$ cat config.mk
export PLATFORM = sky130hd
export DESIGN_NAME = fetch_pc_unit
export DESIGN_NICKNAME = d
export VERILOG_FILES = /design/src/rtl/fetch_pkg.sv /design/src/rtl/fetch_pc_unit.sv
export SDC_FILE = /design/constraint.sdc
export NUM_CORES = 1
export LEC_CHECK = 0
export ABC_AREA = 0
export BUFFER_PORTS_ARGS = -buffer_cell sky130_fd_sc_hd__buf_2
export CAP_MARGIN = 20
export CORE_MARGIN = 10
export CORE_UTILIZATION = 38
export CTS_BUF_LIST = sky130_fd_sc_hd__clkbuf_4
export CTS_CLUSTER_SIZE = 24
export DETAILED_ROUTE_END_ITERATION = 16
export GPL_TIMING_DRIVEN = 1
export RECOVER_POWER = 50
export SKIP_LAST_GASP = 1
export SLEW_MARGIN = 25
export SYNTH_ARGS = -nofsm -noshare
export SYNTH_HDL_FRONTEND = slang
export SYNTH_SLANG_ARGS = --single-unit
$ cat constraint.sdc
create_clock -name clk -period 4.3 [get_ports clk]
set_input_delay 0.215 -clock clk [delete_from_list [all_inputs] [get_ports clk]]
set_output_delay 0.215 -clock clk [all_outputs]
set_load 0.01 [all_outputs]
$ cat src/rtl/fetch_pkg.sv
// Shared definitions for the instruction-fetch front end.
//   - fetch_state_e : fetch FSM states (BOOT, FETCH, HOLD)
//   - XLEN / ILEN   : address and instruction widths
//   - INSTR_BYTES   : PC increment per fetched word
//   - DEF_RESET_PC  : default first fetch address after reset
package fetch_pkg;

  localparam int XLEN        = 64;
  localparam int ILEN        = 32;
  localparam int INSTR_BYTES = 4;

  localparam logic [XLEN-1:0] DEF_RESET_PC = 64'h0;

  typedef enum logic [1:0] {
    BOOT  = 2'd0,
    FETCH = 2'd1,
    HOLD  = 2'd2
  } fetch_state_e;

  // Redirect targets must be word aligned; anything else is rejected.
  function automatic logic is_word_aligned(input logic [XLEN-1:0] addr);
    return (addr[1:0] == 2'b00);
  endfunction

endpackage

$ cat src/rtl/fetch_pc_unit.sv
// Instruction-fetch front end: owns the PC, fetches words from instruction
// memory over a req/ready handshake and holds the result in a one-entry
// output buffer whose PC feeds the branch adder.
//
// Ports:
//   clk, rst_n        : clock, synchronous active-low reset
//   branch_taken      : redirect strobe from the branch adder
//   branch_target     : redirect address (must be word aligned)
//   imem_req/addr     : fetch request and address (addr = pc)
//   imem_ready/rdata  : memory accept and returned instruction word
//   instr_valid/ready : output buffer handshake
//   instr, instr_pc   : buffered instruction and its PC
//   misalign_err      : one-cycle pulse after a rejected (misaligned) redirect
module fetch_pc_unit
  import fetch_pkg::*;
#(
  parameter logic [63:0] RESET_PC = DEF_RESET_PC
) (
  input  logic        clk,
  input  logic        rst_n,
  input  logic        branch_taken,
  input  logic [63:0] branch_target,
  output logic        imem_req,
  output logic [63:0] imem_addr,
  input  logic        imem_ready,
  input  logic [31:0] imem_rdata,
  output logic        instr_valid,
  input  logic        instr_ready,
  output logic [31:0] instr,
  output logic [63:0] instr_pc,
  output logic        misalign_err
);

  fetch_state_e    state, state_nxt;
  logic [XLEN-1:0] pc, pc_nxt;
  logic            redir_pend, redir_pend_nxt;
  logic [XLEN-1:0] redir_addr, redir_addr_nxt;
  logic [ILEN-1:0] instr_q, instr_nxt;
  logic [XLEN-1:0] instr_pc_q, instr_pc_nxt;
  logic            misalign_q;

  // A misaligned redirect is treated exactly as if no redirect arrived;
  // its only visible effect is the error pulse.
  logic br_ok;
  assign br_ok = branch_taken & is_word_aligned(branch_target);

  // Outputs are decoded from state or taken straight from registers, so
  // branch_taken / instr_ready never reach an output combinationally.
  assign imem_req     = (state == FETCH);
  assign imem_addr    = pc;
  assign instr_valid  = (state == HOLD);
  assign instr        = instr_q;
  assign instr_pc     = instr_pc_q;
  assign misalign_err = misalign_q;

  always_ff @(posedge clk) begin
    if (!rst_n) begin
      state      <= BOOT;
      pc         <= RESET_PC;
      redir_pend <= 1'b0;
      redir_addr <= '0;
      instr_q    <= '0;
      instr_pc_q <= '0;
      misalign_q <= 1'b0;
    end else begin
      state      <= state_nxt;
      pc         <= pc_nxt;
      redir_pend <= redir_pend_nxt;
      redir_addr <= redir_addr_nxt;
      instr_q    <= instr_nxt;
      instr_pc_q <= instr_pc_nxt;
      misalign_q <= branch_taken & ~is_word_aligned(branch_target);
    end
  end

  always_comb begin
    state_nxt      = state;
    pc_nxt         = pc;
    redir_pend_nxt = redir_pend;
    redir_addr_nxt = redir_addr;
    instr_nxt      = instr_q;
    instr_pc_nxt   = instr_pc_q;

    unique case (state)
      BOOT: begin
        // A redirect during boot steers the very first fetch.
        if (br_ok) pc_nxt = branch_target;
        state_nxt = FETCH;
      end

      FETCH: begin
        if (imem_ready) begin
          if (br_ok || redir_pend) begin
            // The returning word belongs to the wrong path: drop it and
            // re-aim the PC. A same-cycle redirect is newer than the
            // pending one, so it wins.
            pc_nxt         = br_ok ? branch_target : redir_addr;
            redir_pend_nxt = 1'b0;
          end else begin
            instr_nxt    = imem_rdata;
            instr_pc_nxt = pc;
            // Unsigned increment; wraps modulo 2^64.
            pc_nxt       = pc + XLEN'(INSTR_BYTES);
            state_nxt    = HOLD;
          end
        end else if (br_ok) begin
          // The request in flight must keep its address until accepted,
          // so the redirect is parked until the response arrives.
          redir_pend_nxt = 1'b1;
          redir_addr_nxt = branch_target;
        end
      end

      HOLD: begin
        // instr_ready completes the transfer; a redirect without it flushes
        // the buffer. Either way fetching resumes, at the target if one came.
        if (instr_ready || br_ok) begin
          state_nxt = FETCH;
          if (br_ok) pc_nxt = branch_target;
        end
      end

      default: state_nxt = BOOT;
    endcase
  end

endmodule
==> results of run 1 <==
## final cells by class
type / count / area (sq um) / share of cell area [%]
Tap cell: 378 / 473 / 3.38
Sequential cell: 228 / 4570 / 32.6
Clock inverter: 13 / 143 / 1.02
Multi-Input combinational cell: 1076 / 5650 / 40.4
Inverter: 11 / 46.3 / 0.331
Timing Repair Buffer: 394 / 2380 / 17.0
Antenna cell: 1 / 2.50 / 0.0179
Clock buffer: 98 / 736 / 5.26
## routing by layer
metal	track usage (%)	wire, microns
met5	0	0
met4	8.31	1030
met3	7.12	4810
met2	33.1	18400
met1	35.1	20900
## registers in the layout, summed over array words and instances (netlist names)
signal and count:
imem_addr 64, redir_addr 64, redir_pend 1, state 2, misalign_err 1, instr 32, instr_pc 64
## logic make-up after synthesis
family | after synthesis | share of synthesized area [%]
AND/OR/NAND/NOR | 666 | 29.2
flip-flops | 228 | 42.5
AO/OA/AOI/OAI | 405 | 22.8
adder cells (fa/ha/maj) | 1 | 0.116
multiplexers | 3 | 0.280
XOR/XNOR | 1 | 0.0815
buffers and inverters | 129 | 5.10
## synthesized netlist by cell type (all sizes together) (3+ instances only)
library cell,instances,area share [%]
nand4,36,2.8
or4,5,0.35
nor3b,4,0.33
nand2,418,15
a32oi,3,0.24
nor2,37,1.3
o21a,9,0.63
o41a,3,0.31
buf,44,2.1
a21oi,207,9.6
o211a,4,0.37
nand3b,3,0.21
o221ai,3,0.24
a211o,5,0.41
o21ai,64,3.0
dfxtp,228,42
nand3,54,2.6
a41oi,4,0.33
mux2i,3,0.28
nand4b,5,0.41
and2,5,0.31
and3,20,1.2
a31oi,25,1.5
nor4,18,1.6
a31o,5,0.41
a211oi,4,0.28
a32o,5,0.47
o211ai,14,0.98
inv,10,0.35
o311a,5,0.47
o22ai,7,0.41
a311o,5,0.47
o31a,11,0.90
o311ai,5,0.41
or3,7,0.41
clkbuf,74,2.6
nor3,41,2.1
## worst max-delay path by stage
stage / start / end / slack [ns] / depth (start not counted)
floorplan: imem_addr[2]$_SDFFE_PN0P_ / imem_addr[48]$_SDFFE_PN0P_ / 2.17 / 7
CTS: state[0]$_SDFFE_PN0P_ / imem_addr[55]$_SDFFE_PN0P_ / 1.35 / 5
global route: branch_target[1] / imem_addr[51]$_SDFFE_PN0P_ / 0.72 / 8
detailed placement: state[0]$_SDFFE_PN0P_ / imem_addr[55]$_SDFFE_PN0P_ / 1.36 / 5
global placement: state[0]$_SDFFE_PN0P_ / imem_addr[55]$_SDFFE_PN0P_ / 1.44 / 5
finish: branch_target[1] / imem_addr[51]$_SDFFE_PN0P_ / 0.91 / 8
## critical path, delay by kind of cell
family                 cells  cell delay (ns)
buffers and inverters      3             1.76
AO/OA/AOI/OAI              4             1.05
AND/OR/NAND/NOR            1             0.96
## where the power goes
| part | switching, mW | internal, mW |
|---|---|---|
| logic | 0.451 | 0.264 |
| clock network | 0.958 | 1.22 |
| registers | 0.158 | 2.20 |
| total | 1.57 | 3.68 |
## what timing repair did
action,in CTS,in global routing
hold buffers,107,0
buffers inserted,0,0
endpoints found under the hold margin,132,0
resized for setup,0,0
==> metrics.csv, run 1 <==
metric;value;unit
outcome;finished with violations;
violations in the final reports;max-capacitance violations, max-slew violations;
CP Data Arrival Time;3.99;ns
Largest stage delay, worst path;1.07;ns
die height;188;microns
Hold Path End;imem_addr[0]$_SDFFE_PN0P_;
final hold vios;0;
DRC viols;0;
die area;0.0354;sq mm
FF-to-FF setup slack;0.92;ns
H-tree levels;3;
Critical Path, Cell by Cell;dlygate4sd3_1 > buf_2 > nor3b_1 > clkbuf_1 > o21ai_0 > a31oi_1 > a311o_1 > o221a_2;
Die X;188;microns
routed wire length;45.1;mm
Core Rows;61;
Seq cells post-synth;228;
Sink Count;228;
via/cell ratio;5.58;
worst r2r src;state[0]$_SDFFE_PN0P_;
max-cap violations;1;
worst-path maximum fanout;33;
Area Overhead vs Synth;30.2;%
Mapped Area;0.0107;sq mm
Synth cell types;73;
worst-margin pin slew;1.90;ns
most frequent cells in the layout;nand2_1 (418), dfxtp_1 (227), a21oi_1 (207), clkbuf_1 (164), dlygate4sd3_1 (107);
Clock Latency Late Sink;0.71;ns
FF-to-FF End;instr_pc[21]$_SDFFE_PN0P_;
Core ar.;0.0279;sq mm
initial core utilization;38.6;%
Main synth FF type;dfxtp_1;
Seq/Total Area, Yosys;42.5;%
setup ws final;0.914;ns
clk buf depth;3;
CTS root buffer;clkbuf_4;
GRT overflow;0;
PD cells;375;mW/mm^2
nets;1879;
fillcell total;2882;
Synth Warn #;0;
CP required;4.91;ns
Synth Instances;1433;
Max VDD drop;206;uV
cell count after placement;1979;
CP Class;input port to flip-flop;
Total GRT Usage;24.3;%
asr flop ratio synth;0;%
final setup vio count;0;
initial antenna violation count;1;
drt first-iter violations;1549;
most common cell after layout, fill and taps aside;nand2_1;
Final Max Slew Viols;12;
via count of the first global-routing pass;11700;
Hold WC Path Type;input port to flip-flop;
hold path depth;3;
routability congestion estimate from global placement;0.923;
setup slack at placement;1.36;ns
post-layout util;50.2;%
CP endpoint kind;flip-flop;
Final HPWL DP;30.5;mm
design area;0.0140;sq mm
total power;5.25;mW
RSZ-0062 raised after global routing;no;
largest net degree at the start of global routing;91;
routed via count;12300;
critical path startpoint category;input port;
Layout Cells excl Fill;2199;
fin crit share;78.7;%
hold wc startpoint;branch_target[0];
router iterations before antenna repair;9;
Tmin final;3.39;ns
DR WL/cell;20.5;microns
CTS buffer count;66;
layout cells sized above 1;14.3;%
first-pass GRT wire length;69.5;mm
Port-buffer cells;263;
I/O Pins;264;
CP max stage cell;clkbuf_1;
Reg clk slew, reported paths;0.07;ns
setup TNS;0;ns
Syn Nets;1535;
worst hold margin;0.0256;ns
CTS tree;built;
Post-synth EDFFs;0;
leakage;4.94;nW
Worst Reg-to-Reg Cells;5;
fmax;295;MHz
average size of a mapped cell;7.50;sq um
Layout Skew;0.0858;ns
placed cell areas;0.0123;sq mm
Antenna Nets Post-Route;0;
max_slew headroom;-27.8;%
Note: power is estimated with default switching activity, not from simulation.
==> run 2: changes to the inputs <==
- clock period: 4.3 -> 3 ns (I/O delays scaled with it)
==> metrics.csv, run 2 (synthesis results as in run 1) <==
metric;value;unit;change
outcome;completed;;
via count of the first global-routing pass;11900;;+1.7%
post-layout util;51.1;%;+0.87 points
GR peak layer;met2;;
Post-CTS Resized;0;;unchanged
CTS root buffer;clkbuf_4;;
CTS buffer count;67;;+1.5%
largest net degree at the start of global routing;103;;+13%
initial core utilization;38.6;%;unchanged
CP dominant cell by count;dlygate4sd3_1;;
Total GRT Usage;24.1;%;-0.21 points
CP required;3.55;ns;-1.36 ns
Clock Latency Late Sink;0.70;ns;about the same
DRC viols;0;;unchanged
routability congestion estimate from global placement;0.925;;+0.26%
PD cells;526;mW/mm^2;+40%
fin crit share;92.7;%;
Antenna Nets Post-Route;0;;unchanged
first-pass GRT wire length;69.1;mm;-0.63%
DR WL/cell;19.8;microns;-3.4%
Layout Skew;0.0478;ns;-0.0380 ns
Reg clk slew, reported paths;0.07;ns;about the same
final hold vios;0;;unchanged
Max VDD drop;235;uV;+14%
I/O Pins;264;;unchanged
met3 Use GR;6.85;%;-0.28 points
Core ar.;0.0279;sq mm;unchanged
setup TNS;0;ns;unchanged
Die X;188;microns;unchanged
Core Rows;61;;unchanged
Tmin final;2.78;ns;
via/cell ratio;5.51;;-1.1%
worst-margin pin slew;1.26;ns;-0.647 ns
max_slew headroom;16.3;%;+44 points
met1 usage;33.9;%;-1.2 points
Largest stage delay, worst path;0.72;ns;-0.35 ns
worst path bufs/invs;4;;+1
router iterations before antenna repair;5;;-4
Top Family by Delay on Critical Path;buffers and inverters;;
worst-path maximum fanout;26;;-21%
most frequent cells in the layout;nand2_1 (418), dfxtp_1 (227), a21oi_1 (207), clkbuf_1 (162), buf_2 (118);;
die height;188;microns;unchanged
initial antenna violation count;1;;unchanged
critical path startpoint category;input port;;
final setup vio count;0;;unchanged
routed wire length;44.3;mm;-1.9%
routed via count;12300;;+0.44%
clk buf depth;3;;unchanged
most common cell after layout, fill and taps aside;nand2_1;;
CP max stage cell;or3_1;;
Sink Count;228;;unchanged
# Post-CTS Setup Buffers;0;;unchanged
Port-buffer cells;263;;unchanged
Final Max Slew Viols;0;;-12
CP Data Arrival Time;3.34;ns;-0.65 ns
drt first-iter violations;1341;;-13%
fmax;360;MHz;
GRT overflow;0;;unchanged
layout cells sized above 1;15.7;%;+1.4 points
CP endpoint kind;flip-flop;;
CTS tree;built;;
Final HPWL DP;29.8;mm;-2.2%
nets;1912;;+1.8%
Hold WC Path Type;input port to flip-flop;;
Critical Path, Cell by Cell;dlygate4sd3_1 > buf_2 > or3b_2 > or3_1 > buf_4 > nand2_1 > a21oi_1 > dlygate4sd3_1;;
leakage;5.14;nW;+4.1%
met2 usage;35.1;%;+2.0 points
RSZ-0062 raised after global routing;no;;
max-cap violations;0;;-1
Area Overhead vs Synth;32.5;%;
H-tree levels;3;;unchanged
CP Class;input port to flip-flop;;
die area;0.0354;sq mm;unchanged
==> run 2: timing repair <==
action	4_1_cts	5_1_grt
endpoints found under the setup margin	0	0
hold buffers	110	0
hold endpoints to repair	158	0
==> run 2: final timing paths <==
path                     startpoint                          end  slack [ns]  cells past startpoint
min reg2reg  instr[11]$_SDFFE_PN0P_       instr[11]$_SDFFE_PN0P_        0.45                      2
max                branch_target[0]  redir_addr[51]$_SDFFE_PN0P_        0.22                      8
min                  imem_rdata[21]       instr[21]$_SDFFE_PN0P_        0.24                      4
max reg2reg   state[0]$_SDFFE_PN0P_  redir_addr[51]$_SDFFE_PN0P_        0.42                      6
==> run 2: cell type report <==
cell class / instances / area [sq um]
fillers: 2790 / 13600
flip-flops and latches: 228 / 4570
well taps: 378 / 473
diodes: 2 / 5.00
inverters: 11 / 46.3
multi-input cells: 1076 / 5650
clock buffers: 97 / 728
clock inverters: 16 / 124
repair buffers: 426 / 2640
==> run 2: routing by layer <==
metal  wire [microns]  share of wire (%)
met1            19900                 45
met2            19000                 43
met3             4670                 11
met4              731                1.7
met5                0                  0
==> run 2: power breakdown <==
group / total [mW] / internal [mW] / switching [mW] / leakage [nW]
clock network: 3.03 / 1.65 / 1.38 / 0.498
registers: 3.33 / 3.15 / 0.174 / 1.85
logic: 1.13 / 0.416 / 0.716 / 2.79
total: 7.49 / 5.22 / 2.27 / 5.14
==> run 2: worst register-to-register path: cells and delay by family (launching register included) <==
| family | cells | cell delay (ns) |
|---|---|---|
| AOI/OAI and AO/OA | 1 | 0.06 |
| and+or+nand+nor | 3 | 0.99 |
| buffers and inverters | 2 | 0.95 |
| DFF | 1 | 0.46 |
==> run 2: stage by stage <==
stage | setup slack, ns | hold WS, ns | std cells | area, sq um | power (mW)
after floorplan | 0.874 | 0.286 | 1433 | 10700 | 3.90
after global placement | 0.436 | 0.390 | 2009 | 12600 | 4.43
after detailed placement | 0.473 | 0.398 | 2009 | 12600 | 4.44
after CTS | 0.340 | 0.211 | 2232 | 14500 | 7.58
after global routing | 0.140 | 0.200 | 2233 | 14200 | 7.87
final | 0.219 | 0.237 | 2234 | 14200 | 7.49
